## src/rtl/data_mem_bridge_pkg.sv

```systemverilog
// Shared encodings and lane helpers for the word-to-byte data memory bridge.
package data_mem_bridge_pkg;

  localparam logic RST_ACTIVE = 1'b1;
  localparam logic EN_ACTIVE  = 1'b1;

  localparam int unsigned WORD_W = 32;
  localparam int unsigned BYTE_W = 8;
  localparam int unsigned LANES  = 4;

  typedef enum logic [1:0] {
    ST_IDLE  = 2'd0,
    ST_WRITE = 2'd1,
    ST_READ  = 2'd2,
    ST_DONE  = 2'd3
  } state_e;

  typedef struct packed {
    logic       found;
    logic [1:0] lane;
  } lane_pick_t;

  // Lane k occupies bits [31-8k : 24-8k] (big-endian).
  function automatic logic [BYTE_W-1:0] lane_byte(input logic [WORD_W-1:0] word,
                                                  input logic [1:0] lane);
    return word[WORD_W-1-BYTE_W*int'(lane) -: BYTE_W];
  endfunction

  function automatic logic [WORD_W-1:0] lane_set(input logic [WORD_W-1:0] word,
                                                 input logic [1:0] lane,
                                                 input logic [BYTE_W-1:0] b);
    logic [WORD_W-1:0] w;
    w = word;
    w[WORD_W-1-BYTE_W*int'(lane) -: BYTE_W] = b;
    return w;
  endfunction

  // Lowest enabled lane >= start; select bit 3 is lane 0.
  function automatic lane_pick_t pick_lane(input logic [3:0] sel, input logic [2:0] start);
    lane_pick_t p;
    p = '0;
    for (int k = 3; k >= 0; k--) begin
      if ((k >= int'(start)) && sel[3-k]) begin
        p.found = 1'b1;
        p.lane  = 2'(k);
      end
    end
    return p;
  endfunction

endpackage

```

## src/rtl/data_mem_bridge_if.sv

```systemverilog
// Memory-stage data port: word requests in, assembled read word and stall out.
interface data_mem_bridge_if;
  logic        mem_read_enable;
  logic [31:0] mem_read_address;
  logic [31:0] mem_read_data;
  logic        mem_write_enable;
  logic [31:0] mem_write_address;
  logic [3:0]  mem_write_select;
  logic [31:0] mem_write_data;
  logic        stall_request;

  modport master (
    output mem_read_enable, mem_read_address,
    output mem_write_enable, mem_write_address, mem_write_select, mem_write_data,
    input  mem_read_data, stall_request
  );

  modport slave (
    input  mem_read_enable, mem_read_address,
    input  mem_write_enable, mem_write_address, mem_write_select, mem_write_data,
    output mem_read_data, stall_request
  );
endinterface

```

## src/rtl/data_mem_bridge.sv

```systemverilog
// Serves word reads/writes from the memory stage over an 8-bit external memory,
// one byte lane per cycle, stalling the pipeline until the access completes.
module data_mem_bridge
  import data_mem_bridge_pkg::*;
#(
  parameter int unsigned EXT_ADDR_WIDTH = 17,
  parameter int unsigned READ_LATENCY   = 1
) (
  input  logic                      clock,
  input  logic                      reset,
  data_mem_bridge_if.slave          mem,
  output logic [EXT_ADDR_WIDTH-1:0] ext_address,
  output logic                      ext_read_enable,
  output logic                      ext_write_enable,
  output logic [BYTE_W-1:0]         ext_write_data,
  input  logic [BYTE_W-1:0]         ext_read_data
);

  localparam int unsigned WA_W    = EXT_ADDR_WIDTH - 2;
  localparam logic [2:0]  RD_LAT  = 3'(READ_LATENCY);
  localparam logic [2:0]  RD_LAST = 3'(READ_LATENCY + 3);

  state_e                    r_state, w_state_nxt;
  logic [WA_W-1:0]           r_wr_addr, r_rd_addr;
  logic [WORD_W-1:0]         r_wr_data;
  logic [3:0]                r_sel;
  logic                      r_rd_pend;
  logic [1:0]                r_lane, w_lane_nxt;
  logic [2:0]                r_rcyc, w_rcyc_nxt;
  logic [WORD_W-1:0]         r_rd_buf, w_rd_buf_nxt;
  logic [WORD_W-1:0]         r_rd_data, w_rd_data_nxt;
  logic [EXT_ADDR_WIDTH-1:0] r_ext_addr, w_ext_addr_nxt;
  logic                      r_ext_re, w_ext_re_nxt;
  logic                      r_ext_we, w_ext_we_nxt;
  logic [BYTE_W-1:0]         r_ext_wd, w_ext_wd_nxt;

  logic            w_wr_req, w_rd_req, w_rd_last;
  lane_pick_t      w_first, w_next;
  logic [WA_W-1:0] w_req_wr_addr, w_req_rd_addr;
  logic            w_unused;

  assign w_wr_req      = (mem.mem_write_enable == EN_ACTIVE) && (mem.mem_write_select != 4'd0);
  assign w_rd_req      = (mem.mem_read_enable == EN_ACTIVE);
  assign w_req_wr_addr = mem.mem_write_address[EXT_ADDR_WIDTH-1:2];
  assign w_req_rd_addr = mem.mem_read_address[EXT_ADDR_WIDTH-1:2];
  assign w_first       = pick_lane(mem.mem_write_select, 3'd0);
  assign w_next        = pick_lane(r_sel, 3'(r_lane) + 3'd1);
  assign w_rd_last     = (r_rcyc == RD_LAST);
  assign w_unused      = ^{mem.mem_read_address[31:EXT_ADDR_WIDTH], mem.mem_read_address[1:0],
                           mem.mem_write_address[31:EXT_ADDR_WIDTH], mem.mem_write_address[1:0]};

  // State register
  always_ff @(posedge clock) begin
    if (reset == RST_ACTIVE) r_state <= ST_IDLE;
    else                     r_state <= w_state_nxt;
  end

  // Next-state logic; a write with a pending read continues straight into READ
  always_comb begin
    w_state_nxt = r_state;
    case (r_state)
      ST_IDLE: begin
        if (w_wr_req)      w_state_nxt = ST_WRITE;
        else if (w_rd_req) w_state_nxt = ST_READ;
      end
      ST_WRITE: if (!w_next.found) w_state_nxt = r_rd_pend ? ST_READ : ST_DONE;
      ST_READ:  if (w_rd_last)     w_state_nxt = ST_DONE;
      default:  w_state_nxt = ST_IDLE;
    endcase
  end

  // Next values of the registered lane strobes, address, data and read assembly
  always_comb begin
    w_lane_nxt     = r_lane;
    w_rcyc_nxt     = r_rcyc;
    w_rd_buf_nxt   = r_rd_buf;
    w_rd_data_nxt  = r_rd_data;
    w_ext_addr_nxt = '0;
    w_ext_re_nxt   = 1'b0;
    w_ext_we_nxt   = 1'b0;
    w_ext_wd_nxt   = '0;
    case (r_state)
      ST_IDLE: begin
        if (w_wr_req) begin
          w_lane_nxt     = w_first.lane;
          w_ext_we_nxt   = 1'b1;
          w_ext_addr_nxt = {w_req_wr_addr, w_first.lane};
          w_ext_wd_nxt   = lane_byte(mem.mem_write_data, w_first.lane);
        end else if (w_rd_req) begin
          w_rcyc_nxt     = 3'd0;
          w_ext_re_nxt   = 1'b1;
          w_ext_addr_nxt = {w_req_rd_addr, 2'd0};
        end
      end
      ST_WRITE: begin
        if (w_next.found) begin
          w_lane_nxt     = w_next.lane;
          w_ext_we_nxt   = 1'b1;
          w_ext_addr_nxt = {r_wr_addr, w_next.lane};
          w_ext_wd_nxt   = lane_byte(r_wr_data, w_next.lane);
        end else if (r_rd_pend) begin
          w_rcyc_nxt     = 3'd0;
          w_ext_re_nxt   = 1'b1;
          w_ext_addr_nxt = {r_rd_addr, 2'd0};
        end
      end
      ST_READ: begin
        // Issue runs on cycles 0..3, capture trails it by READ_LATENCY cycles
        w_rcyc_nxt = r_rcyc + 3'd1;
        if (r_rcyc < 3'd3) begin
          w_ext_re_nxt   = 1'b1;
          w_ext_addr_nxt = {r_rd_addr, 2'(r_rcyc + 3'd1)};
        end
        if (r_rcyc >= RD_LAT) begin
          w_rd_buf_nxt = lane_set(r_rd_buf, 2'(r_rcyc - RD_LAT), ext_read_data);
          if (w_rd_last) w_rd_data_nxt = w_rd_buf_nxt;
        end
      end
      default: ;
    endcase
  end

  // Datapath and output registers; request fields are captured only from IDLE
  always_ff @(posedge clock) begin
    if (reset == RST_ACTIVE) begin
      r_wr_addr  <= '0;
      r_rd_addr  <= '0;
      r_wr_data  <= '0;
      r_sel      <= '0;
      r_rd_pend  <= 1'b0;
      r_lane     <= '0;
      r_rcyc     <= '0;
      r_rd_buf   <= '0;
      r_rd_data  <= '0;
      r_ext_addr <= '0;
      r_ext_re   <= 1'b0;
      r_ext_we   <= 1'b0;
      r_ext_wd   <= '0;
    end else begin
      if ((r_state == ST_IDLE) && (w_wr_req || w_rd_req)) begin
        r_wr_addr <= w_req_wr_addr;
        r_rd_addr <= w_req_rd_addr;
        r_wr_data <= mem.mem_write_data;
        r_sel     <= mem.mem_write_select;
        r_rd_pend <= w_rd_req;
      end
      r_lane     <= w_lane_nxt;
      r_rcyc     <= w_rcyc_nxt;
      r_rd_buf   <= w_rd_buf_nxt;
      r_rd_data  <= w_rd_data_nxt;
      r_ext_addr <= w_ext_addr_nxt;
      r_ext_re   <= w_ext_re_nxt;
      r_ext_we   <= w_ext_we_nxt;
      r_ext_wd   <= w_ext_wd_nxt;
    end
  end

  assign ext_address       = r_ext_addr;
  assign ext_read_enable   = r_ext_re;
  assign ext_write_enable  = r_ext_we;
  assign ext_write_data    = r_ext_wd;
  assign mem.mem_read_data = r_rd_data;
  assign mem.stall_request = ((r_state == ST_IDLE) && (w_rd_req || w_wr_req)) ||
                             (r_state == ST_WRITE) || (r_state == ST_READ);

endmodule

```

## src/flat_wrapper.sv

```systemverilog
// flat-port wrapper written by rule: the top's interface ports become plain ports
module data_mem_bridge_flat import data_mem_bridge_pkg::*;
#(
  parameter int unsigned EXT_ADDR_WIDTH = 17,
  parameter int unsigned READ_LATENCY   = 1
)
  (clock, reset, ext_address, ext_read_enable, ext_write_enable, ext_write_data, ext_read_data, mem_mem_read_enable, mem_mem_read_address, mem_mem_write_enable, mem_mem_write_address, mem_mem_write_select, mem_mem_write_data, mem_mem_read_data, mem_stall_request);
  data_mem_bridge_if mem_i ();
  input  logic clock;
  input  logic reset;
  output logic [EXT_ADDR_WIDTH-1:0] ext_address;
  output logic ext_read_enable;
  output logic ext_write_enable;
  output logic [BYTE_W-1:0] ext_write_data;
  input  logic [BYTE_W-1:0] ext_read_data;
  input wire logic [$bits(mem_i.mem_read_enable)-1:0] mem_mem_read_enable;
  input wire logic [$bits(mem_i.mem_read_address)-1:0] mem_mem_read_address;
  input wire logic [$bits(mem_i.mem_write_enable)-1:0] mem_mem_write_enable;
  input wire logic [$bits(mem_i.mem_write_address)-1:0] mem_mem_write_address;
  input wire logic [$bits(mem_i.mem_write_select)-1:0] mem_mem_write_select;
  input wire logic [$bits(mem_i.mem_write_data)-1:0] mem_mem_write_data;
  output wire logic [$bits(mem_i.mem_read_data)-1:0] mem_mem_read_data;
  output wire logic [$bits(mem_i.stall_request)-1:0] mem_stall_request;
  assign mem_i.mem_read_enable = mem_mem_read_enable;
  assign mem_i.mem_read_address = mem_mem_read_address;
  assign mem_i.mem_write_enable = mem_mem_write_enable;
  assign mem_i.mem_write_address = mem_mem_write_address;
  assign mem_i.mem_write_select = mem_mem_write_select;
  assign mem_i.mem_write_data = mem_mem_write_data;
  assign mem_mem_read_data = mem_i.mem_read_data;
  assign mem_stall_request = mem_i.stall_request;
  data_mem_bridge #(.EXT_ADDR_WIDTH(EXT_ADDR_WIDTH), .READ_LATENCY(READ_LATENCY)) u_core (.clock(clock), .reset(reset), .mem(mem_i), .ext_address(ext_address), .ext_read_enable(ext_read_enable), .ext_write_enable(ext_write_enable), .ext_write_data(ext_write_data), .ext_read_data(ext_read_data));
endmodule
```

## config.mk

```make
export PLATFORM = sky130hd
export DESIGN_NAME = data_mem_bridge_flat
export DESIGN_NICKNAME = d
export VERILOG_FILES = /design/src/rtl/data_mem_bridge_pkg.sv /design/src/rtl/data_mem_bridge_if.sv /design/src/rtl/data_mem_bridge.sv /design/src/flat_wrapper.sv
export SDC_FILE = /design/constraint.sdc
export NUM_CORES = 1
export LEC_CHECK = 0
export ABC_AREA = 0
export CELL_PAD_IN_SITES_DETAIL_PLACEMENT = 1
export CELL_PAD_IN_SITES_GLOBAL_PLACEMENT = 2
export CORE_MARGIN = 2
export CORE_UTILIZATION = 25
export DETAILED_ROUTE_END_ITERATION = 10
export PLACE_DENSITY_LB_ADDON = 0.1
export SETUP_SLACK_MARGIN = 0.02
export SYNTH_ARGS = -nofsm -noshare
export SYNTH_HDL_FRONTEND = slang
export SYNTH_SLANG_ARGS = --single-unit
```

## constraint.sdc

```tcl
create_clock -name clock -period 5.1 [get_ports clock]
set_clock_uncertainty 0.15 [all_clocks]
set_input_delay 0.51 -clock clock [delete_from_list [all_inputs] [get_ports clock]]
set_output_delay 0.51 -clock clock [all_outputs]
set_load 0.01 [all_outputs]
```

# ---- Word-level counts from Yosys, hierarchy flattened
# Index checks and enable logic that the tools add are counted.
dict set report word_totals {
  latchBits 0
  memories 0
  word_cells 101
  ramBits 0
  romBits 0
  in_bits 112
  regBits 165
}
dict set report op_classes {
  n_lt_le_gt_ge 6
  n_mux 41
  shift 4
  mul 0
  eq_ne 11
  n_reduce_logical 18
  addsub 7
  n_bitwise 0
  div 0
}
# cell n
set ops {}
lappend ops {{17-bit 2-to-1 mux} 5}
lappend ops {{39-bit by 33-bit variable part select with 8-bit output} 2}
lappend ops {{17-bit one-hot mux with 3 select lines} 1}
lappend ops {{8-bit by 34-bit variable shift with 39-bit output, first input constant} 1}
lappend ops {{8-bit by 34-bit variable part select with 39-bit output} 1}
lappend ops {{32-bit negation with 34-bit output} 1}
lappend ops {{32-bit bitwise mux} 1}
lappend ops {{3-bit 2-to-1 mux} 8}
lappend ops {{2-bit 2-to-1 mux} 10}
lappend ops {{5-bit by 5-bit subtractor with 6-bit output, first input constant} 3}
lappend ops {{8-bit 2-to-1 mux} 2}
lappend ops {{8-bit one-hot mux with 2 select lines} 1}
lappend ops {{3-bit one-hot mux with 3 select lines} 1}
lappend ops {{3-bit AND reduction} 3}
lappend ops {{1-bit 2-to-1 mux} 8}
lappend ops {{2-bit by 1-bit inequality test with 1-bit output, second input constant} 4}
lappend ops {{1-bit by 3-bit >= comparator with 1-bit output, first input constant} 2}
lappend ops {{2-bit by 3-bit >= comparator with 1-bit output, first input constant} 2}
lappend ops {{1-bit logical AND} 6}
lappend ops {{2-bit inequality test, second input constant} 3}
lappend ops {{2-bit one-hot mux with 3 select lines} 1}
lappend ops {{5-bit AND reduction} 1}
lappend ops {{2-bit one-hot mux with 2 select lines} 1}
lappend ops {{4-bit nonzero test} 1}
lappend ops {{other kinds (16)} 18}

# ---- Logic depth before layout (Yosys ltp)
# Gate-level depths: netlist (run 1).
dict set report depth {
  word_depth 11
  depth_mapped 10
  depth_no_buf 7
}

# ---- Least setup slack after synthesis (run 1)
# No wires, ideal clock.
dict set report synth_timing {
  path_type {input port to output port}
  startpoint {input port mem_mem_write_select[3]}
  endpoint {output port mem_stall_request}
  n_path_buf 1
  stages 4
  slack_ps 2737
  arrival_ps 1703
  cell_sequence {o41ai_4 a21boi_1 clkbuf_1 or3_1}
}
dict set report synth_between {
  elab_chain_cells 6
}
# item line_no
set synth_rtl {}
lappend synth_rtl {{start, declared} flat_wrapper.sv:20} ;# input wire logic [$bits(mem_i.mem_write_select)-1:0] mem_mem_write_select;
lappend synth_rtl {{4-bit nonzero test} data_mem_bridge.sv:42} ;# assign w_wr_req = (mem.mem_write_enable == EN_ACTIVE) && (mem.mem_write_select != 4'd0);
lappend synth_rtl {{1-bit logical AND} data_mem_bridge.sv:42}
lappend synth_rtl {{1-bit logical OR} data_mem_bridge.sv:163} ;# assign mem.stall_request = ((r_state == ST_IDLE) && (w_rd_req || w_wr_req)) ||
lappend synth_rtl {{1-bit logical AND} data_mem_bridge.sv:163}
lappend synth_rtl {{1-bit logical OR} data_mem_bridge.sv:163}
lappend synth_rtl {{1-bit logical OR} data_mem_bridge.sv:164} ;# (r_state == ST_WRITE) || (r_state == ST_READ);
lappend synth_rtl {{end, declared} flat_wrapper.sv:23} ;# output wire logic [$bits(mem_i.stall_request)-1:0] mem_stall_request;
# No other way between the ends.

# ---- Worst setup path in the final report (run 1)
# Ends and elaborated chain as after synthesis.

==> results of run 1 <==
[sequential cells by signal (all words and copies together) (netlist names)]
| register | count |
|---|---|
| u_core.mem.mem_read_data | 32 |
| u_core.r_rd_buf | 24 |
| u_core.r_wr_data | 24 |
| u_core.ext_address | 17 |
| u_core.r_rd_addr | 15 |
| u_core.r_wr_addr | 15 |
| u_core.ext_write_data | 8 |
| u_core.r_rcyc | 3 |
| u_core.r_sel | 3 |
| u_core.r_lane | 2 |
| u_core.r_state | 2 |
| u_core.ext_read_enable | 1 |
| u_core.ext_write_enable | 1 |
| u_core.r_rd_pend | 1 |
[critical path, delay by kind of cell]
kind                   cells  cell delay [ns]
buffers and inverters      2             1.03
AO/OA/AOI/OAI              2             0.57
AND/OR/NAND/NOR            1             0.32
[worst max path at each step]
stage / cells after the start / start / to
after floorplan: 4 / mem_mem_write_select[3] / mem_stall_request
after global placement: 6 / mem_mem_read_enable / u_core.r_wr_addr[2]
after detailed placement: 6 / mem_mem_read_enable / u_core.r_wr_addr[1]
after CTS: 5 / mem_mem_write_select[0] / mem_stall_request
after global routing: 4 / u_core.r_sel[0] / u_core.ext_write_data[5]
final: 5 / mem_mem_write_select[3] / mem_stall_request
[cell families (layout without fill, tap and decap cells)]
| kind of cell | count (synthesis) | after routing | share of synthesized area [%] |
|---|---|---|---|
| fa+ha+maj | 9 | 9 | 1.77 |
| compound gates | 206 | 206 | 22.0 |
| simple gates | 323 | 323 | 21.9 |
| flops | 148 | 148 | 46.6 |
| mux | 9 | 9 | 3.01 |
| buf+inv | 74 | 189 | 4.70 |
[power groups by stage]
stage,logic [W],clock network [W],registers (W)
final,0.00103,0.00131,0.00145
after global placement,0.00102,0,0.00147
after global routing,0.00114,0.00139,0.00148
after detailed placement,0.00105,0,0.00148
after CTS,0.00105,0.00135,0.00145
after floorplan,0.000628,0,0.00146
[final cells by class]
| type | count | share of cell area, % |
|---|---|---|
| Clock buffer | 19 | 5.27 |
| Clock inverter | 12 | 1.79 |
| Inverter | 10 | 0.437 |
| Multi-Input combinational cell | 547 | 36.3 |
| Sequential cell | 148 | 34.5 |
| Tap cell | 330 | 4.81 |
| Timing Repair Buffer | 148 | 16.9 |
[metrics by stage]
step           std cells  hold slack (ns)  power (W)  util, %  area [sq um]
3_3_place_gp        1183            0.288    0.00249     31.8          7980
2_1_floorplan        769            0.281    0.00209        -          6360
5_1_grt             1214            0.324    0.00401     34.2          8590
4_1_cts             1214            0.305    0.00385     34.2          8590
3_5_place_dp        1183            0.296    0.00252     31.8          7980
6_report            1214            0.301    0.00379     34.2          8590
[layout by cell type (no fill, tap or decap), types with 3 or more instances in the layout]
| cell type | instances |
|---|---|
| a222oi_1 | 15 |
| clkbuf_16 | 17 |
| o21ai_0 | 7 |
| ha_1 | 9 |
| nor3_1 | 8 |
| a21oi_1 | 84 |
| o31ai_1 | 8 |
| buf_4 | 12 |
| nand2b_1 | 6 |
| a221oi_1 | 9 |
| nor2b_1 | 27 |
| dfxtp_1 | 148 |
| nand3b_1 | 3 |
| nand2_1 | 160 |
| o211ai_1 | 5 |
| inv_1 | 9 |
| and3_1 | 4 |
| nand3_1 | 17 |
| bufinv_16 | 3 |
| a22oi_1 | 17 |
| nor2_1 | 88 |
| a211oi_1 | 40 |
| clkinvlp_4 | 3 |
| mux4_2 | 8 |
| and2_1 | 3 |
| clkinv_2 | 3 |
| clkdlybuf4s50_1 | 136 |
| o21ai_1 | 3 |
[routing by layer]
layer	global-route usage, %	part of all wire (%)	wire length [um]	vias to the layer above
li1	-	-	-	2897
met1	21.0	45	9860	2993
met2	28.7	50	11000	124
met3	3.02	3.8	827	15
met4	4.67	0.98	214	0
met5	0	0	0	-
==> flow_summary.yaml, run 1 <==
die:
  dieWidth_um: 163
  die_y_um: 163
  io_pins: 172
  start_util_pct: 25.3
  num_rows: 58
  core_area_sq_um: 25100
  die-area_sq_um: 26700
sta:
  rsz0062_at_grt: "false"
  tightest_slew_ns: 1.04
  post-route-period-util_pct: 60.6
  slew_headroom_pct: 30.7
  slew_viol_final: 0
  fmax_ghz: 0.324
  finalHoldViolCount: 0
  finalSetupViolCount: 0
  setup_slack_ns: 2.01
  period_needed_ns: 3.09
  final.setup.tns_ns: 0
global_routing:
  grt_pass1_wl_um: 34400
  grt_max_degree: 80
  grt-ovfl-total: 0
  grt_usage_pct: 16.5
  antenna_found_initial: 0
  grt_pass1_vias: 6328
routing:
  ant_nets: 0
  drt-initial-drc-count: 294
  vias: 6029
  routedWlPerCell_um: 18.1
  drc: 0
  drtPass1Iterations: 9
  viasPerCell: 4.97
  drt-total-wl_um: 21900
worst_setup_path:
  r2r-end: "u_core.ext_write_data[5]"
  r2r_setup_slack_ns: 2.09
  worstPathRequired_ns: 4.44
  cpMostUsedCell: "clkdlybuf4s50_1"
  worstSetupPathType: "primary input to output pin"
  critPathMaxFanout: 4
  critPathMaxStageDelay_ns: 0.52
  r2r_cells: 4
  cp_data_arrival_time_ns: 2.43
  start_kind: "primary input"
  crit_path_top_delay_cell: "clkdlybuf4s50_1"
  crit_chain: "clkdlybuf4s50_1, o41ai_4, a21boi_4, or3_1, clkdlybuf4s50_1"
  reg2reg_from: "u_core.r_sel[0]"
  cp-end-kind: "output pin"
cts:
  cts_resized: 0
  cts_setup_buffers: 0
  cts-root-buf: "clkbuf_16"
  clkSlewWorstSetupHoldPaths_ns: 0.06
  clock_path_buffers: 2
  cts_made_buffers: 17
  clk_latency_ns: 0.42
  cts_tree: "yes"
  cts_hold_buf: 0
  clkSinkCount: 148
  htree_levels: 4
place:
  post-dp-hpwl_um: 14600
  place.gp.congestion: 0.725
  numPortBuffers: 137
  dp_slack_ns: 1.90
finish:
  multi_input_area_sq_um: 3120
  nFillCells: 2950
  n_antenna_cell: 0
  regArea_sq_um: 2960
  drive_gt1_share_pct: 7.01
  area_growth_syn_to_layout_pct: 35.1
  nets: 993
pwr:
  p_sw_w: 0.00124
  p_int_w: 0.00254
  clkPwrFrac_pct: 34.5
  netSwitchingFraction_pct: 32.8
  ir_worst_vdd_mv: 0.174
  power.leakage_nw: 3.12
  p_comb_share_pct: 27.1
  power.density_nw_per_um2: 441
  pwr-share-seq_pct: 38.3
synth:
  synth_top_cell_by_area: "dfxtp_1"
  synthCells: 769
  yosysSeqAreaShare_pct: 46.6
  netlist-cell-type-count: 47
  synth.cell_area_sq_um: 6360
  postSynth.asyncResetShare_pct: 0
  ys_warn_count: 0
  synth.most_common_cell: "nand2_1"
  synth_area_leaders: "dfxtp_1 47%, nand2_1 9.4%, a21oi_1 6.6%"
  syn_avg_cell_area_sq_um: 8.27
  synth_nets: 890
  synth.top_cell.area_share_pct: 46.6
  yosys_most_used_dff: "dfxtp_1"
  synth_edf_count: 0
  synth_common_cells: "160 x nand2_1, 148 x dfxtp_1, 88 x nor2_1"
  synth-seq-cells: 148
hold_path:
  hold_depth: 2
  holdCritPathClass: "flop to flop"
  hold_start: "u_core.r_wr_data[2]"
  hold_path_end: "u_core.r_wr_data[2]"
flow_run:
  drv_cap: 0
status:
  status: "complete, no violations"
No activity file was read; power rests on OpenSTA's default activity.
==> run 2: changes to the inputs <==
==> constraint.sdc (replaced) <==
create_clock -name clock -period 2.95 [get_ports clock]
set_clock_uncertainty 0.15 [all_clocks]
set_input_delay 0.295 -clock clock [delete_from_list [all_inputs] [get_ports clock]]
set_output_delay 0.295 -clock clock [all_outputs]
set_load 0.01 [all_outputs]
==> flow_summary.yaml, run 2 (synthesis gave the netlist of run 1 again) <==
hold_path:
  hold_start: "reset"
  holdCritPathClass: "primary input to flop"
routing:
  vias: 6027
  top_layer: "met4"
  routedWlPerCell_um: 18.1
  ant_nets: 0
  viasPerCell: 4.93
  met3_length_um: 876
  drt-total-wl_um: 22200
  wl_met2_um: 11100
  drc: 0
  drt-initial-drc-count: 277
  drt-met1-wl_um: 9980
  drtPass1Iterations: 5
cts:
  cts_tree: "yes"
  clkSinkCount: 148
  cts_setup_buffers: 0
  cts_resized: 0
  cts-root-buf: "clkbuf_16"
  clk_latency_ns: 0.42
  htree_levels: 4
  cts_hold_buf: 0
  clkSlewWorstSetupHoldPaths_ns: 0.06
  clock_path_buffers: 2
  cts_made_buffers: 17
die:
  dieWidth_um: 163
  io_pins: 172
  num_rows: 58
  die-area_sq_um: 26700
  die_y_um: 163
  start_util_pct: 25.3
  core_area_sq_um: 25100
sta:
  setup_slack_ns: 0.282
  post-route-period-util_pct: 90.4
  rsz0062_at_grt: "false"
  finalSetupViolCount: 0
  fmax_ghz: 0.375
  final.setup.tns_ns: 0
  slew_headroom_pct: 51.9
  tightest_slew_ns: 0.719
  slew_viol_final: 0
  whs_ns: 0.218
  period_needed_ns: 2.67
  finalHoldViolCount: 0
worst_setup_path:
  cp_data_arrival_time_ns: 2.22
  crit_chain: "clkdlybuf4s50_1, o41ai_4, a21boi_4, or3_1, clkdlybuf4s50_1"
  critPathMaxFanout: 5
  start_kind: "primary input"
  crit_family: "buffers and inverters"
  crit_buf_inv: 2
  cp-end-kind: "output pin"
  worstPathRequired_ns: 2.51
  critPathMaxStageDelay_ns: 0.53
  critPathLaunch: "mem_mem_write_select[0]"
  worstSetupPathType: "primary input to output pin"
  reg2reg_from: "u_core.r_state[0]"
  cpMostUsedCell: "clkdlybuf4s50_1"
  crit_path_top_delay_cell: "clkdlybuf4s50_1"
place:
  numPortBuffers: 137
  dp_slack_ns: 0.186
  post-dp-hpwl_um: 15000
  place.gp.congestion: 0.774
global_routing:
  antenna_found_initial: 0
  grt_max_degree: 58
  grt_pass1_vias: 6501
  grt_usage_pct: 16.9
  grt_pass1_wl_um: 35000
  grt-ovfl-total: 0
finish:
  nFillCells: 2965
  final_common_cell: "nand2_1"
  multi_input_area_sq_um: 3120
  most-common-layout-cells: "160 x nand2_1, 148 x dfxtp_1, 136 x clkdlybuf4s50_1, 88 x nor2_1, 84 x a21oi_1"
  largest_register_ffs: 32
  n_antenna_cell: 0
  area_growth_syn_to_layout_pct: 36.5
  nets: 1001
  regArea_sq_um: 2960
  drive_gt1_share_pct: 7.95
pwr:
  power.density_nw_per_um2: 762
  power.leakage_nw: 3.17
  ir_worst_vdd_mv: 0.253
flow_run:
  drv_cap: 0
status:
  status: "complete, no violations"
-- run 2: cell types whose count changed in the layout (fill, tap and decap cells not counted) --
| cell | before | now |
|---|---|---|
| inv_8 | 0 | 5 |
| clkinvlp_4 | 3 | 2 |
| clkinv_2 | 3 | 0 |
| inv_6 | 2 | 5 |
| clkbuf_8 | 2 | 0 |
| buf_4 | 12 | 18 |
| bufinv_16 | 3 | 2 |
| buf_12 | 0 | 2 |
-- run 2: layout make-up --
type | instances | share of cell area [%]
clock buffer | 17 | 4.90
multi-input combinational | 547 | 35.9
timing repair buffer | 156 | 17.7
tap | 330 | 4.76
inverter | 10 | 0.433
clock inverter | 15 | 2.12
sequential | 148 | 34.1
-- run 2: report_power, final --
| group | switching [W] | internal (W) |
|---|---|---|
| Combinational | 0.00110 | 0.000746 |
| Sequential | 0.000170 | 0.00232 |
| Clock | 0.000986 | 0.00129 |
-- run 2: worst register-to-register path, stage by stage (launching register included) --
cell	delay (ns)
dfxtp_1	0.34
inv_1	0.09
ha_1	0.39
o41a_1	0.62
buf_4	0.38
nor2_1	0.08
a211oi_1	0.24
-- run 2: stage by stage --
stage | cells | area (sq um) | utilization (%) | total power [W]
after floorplan | 769 | 6360 | - | 0.00361
after global placement | 1191 | 8070 | 32.1 | 0.00435
after detailed placement | 1191 | 8070 | 32.1 | 0.00441
after CTS | 1223 | 8680 | 34.6 | 0.00672
after global routing | 1223 | 8680 | 34.6 | 0.00701
final | 1223 | 8680 | 34.6 | 0.00661
-- run 2: layer usage --
layer,GRT usage [%],vias up
met5,0,-
met4,4.59,0
met3,3.66,12
met2,29.8,119
met1,20.6,2985
li1,-,2911
-- run 2: worst paths after layout --
kind / endpoint / slack, ns / cells past startpoint
setup / recovery: mem_stall_request / 0.28 / 5
hold / removal: u_core.r_wr_data[21] / 0.22 / 2
setup reg to reg: u_core.r_rd_buf[13] / 0.57 / 6
hold reg to reg: u_core.r_wr_data[1] / 0.30 / 2
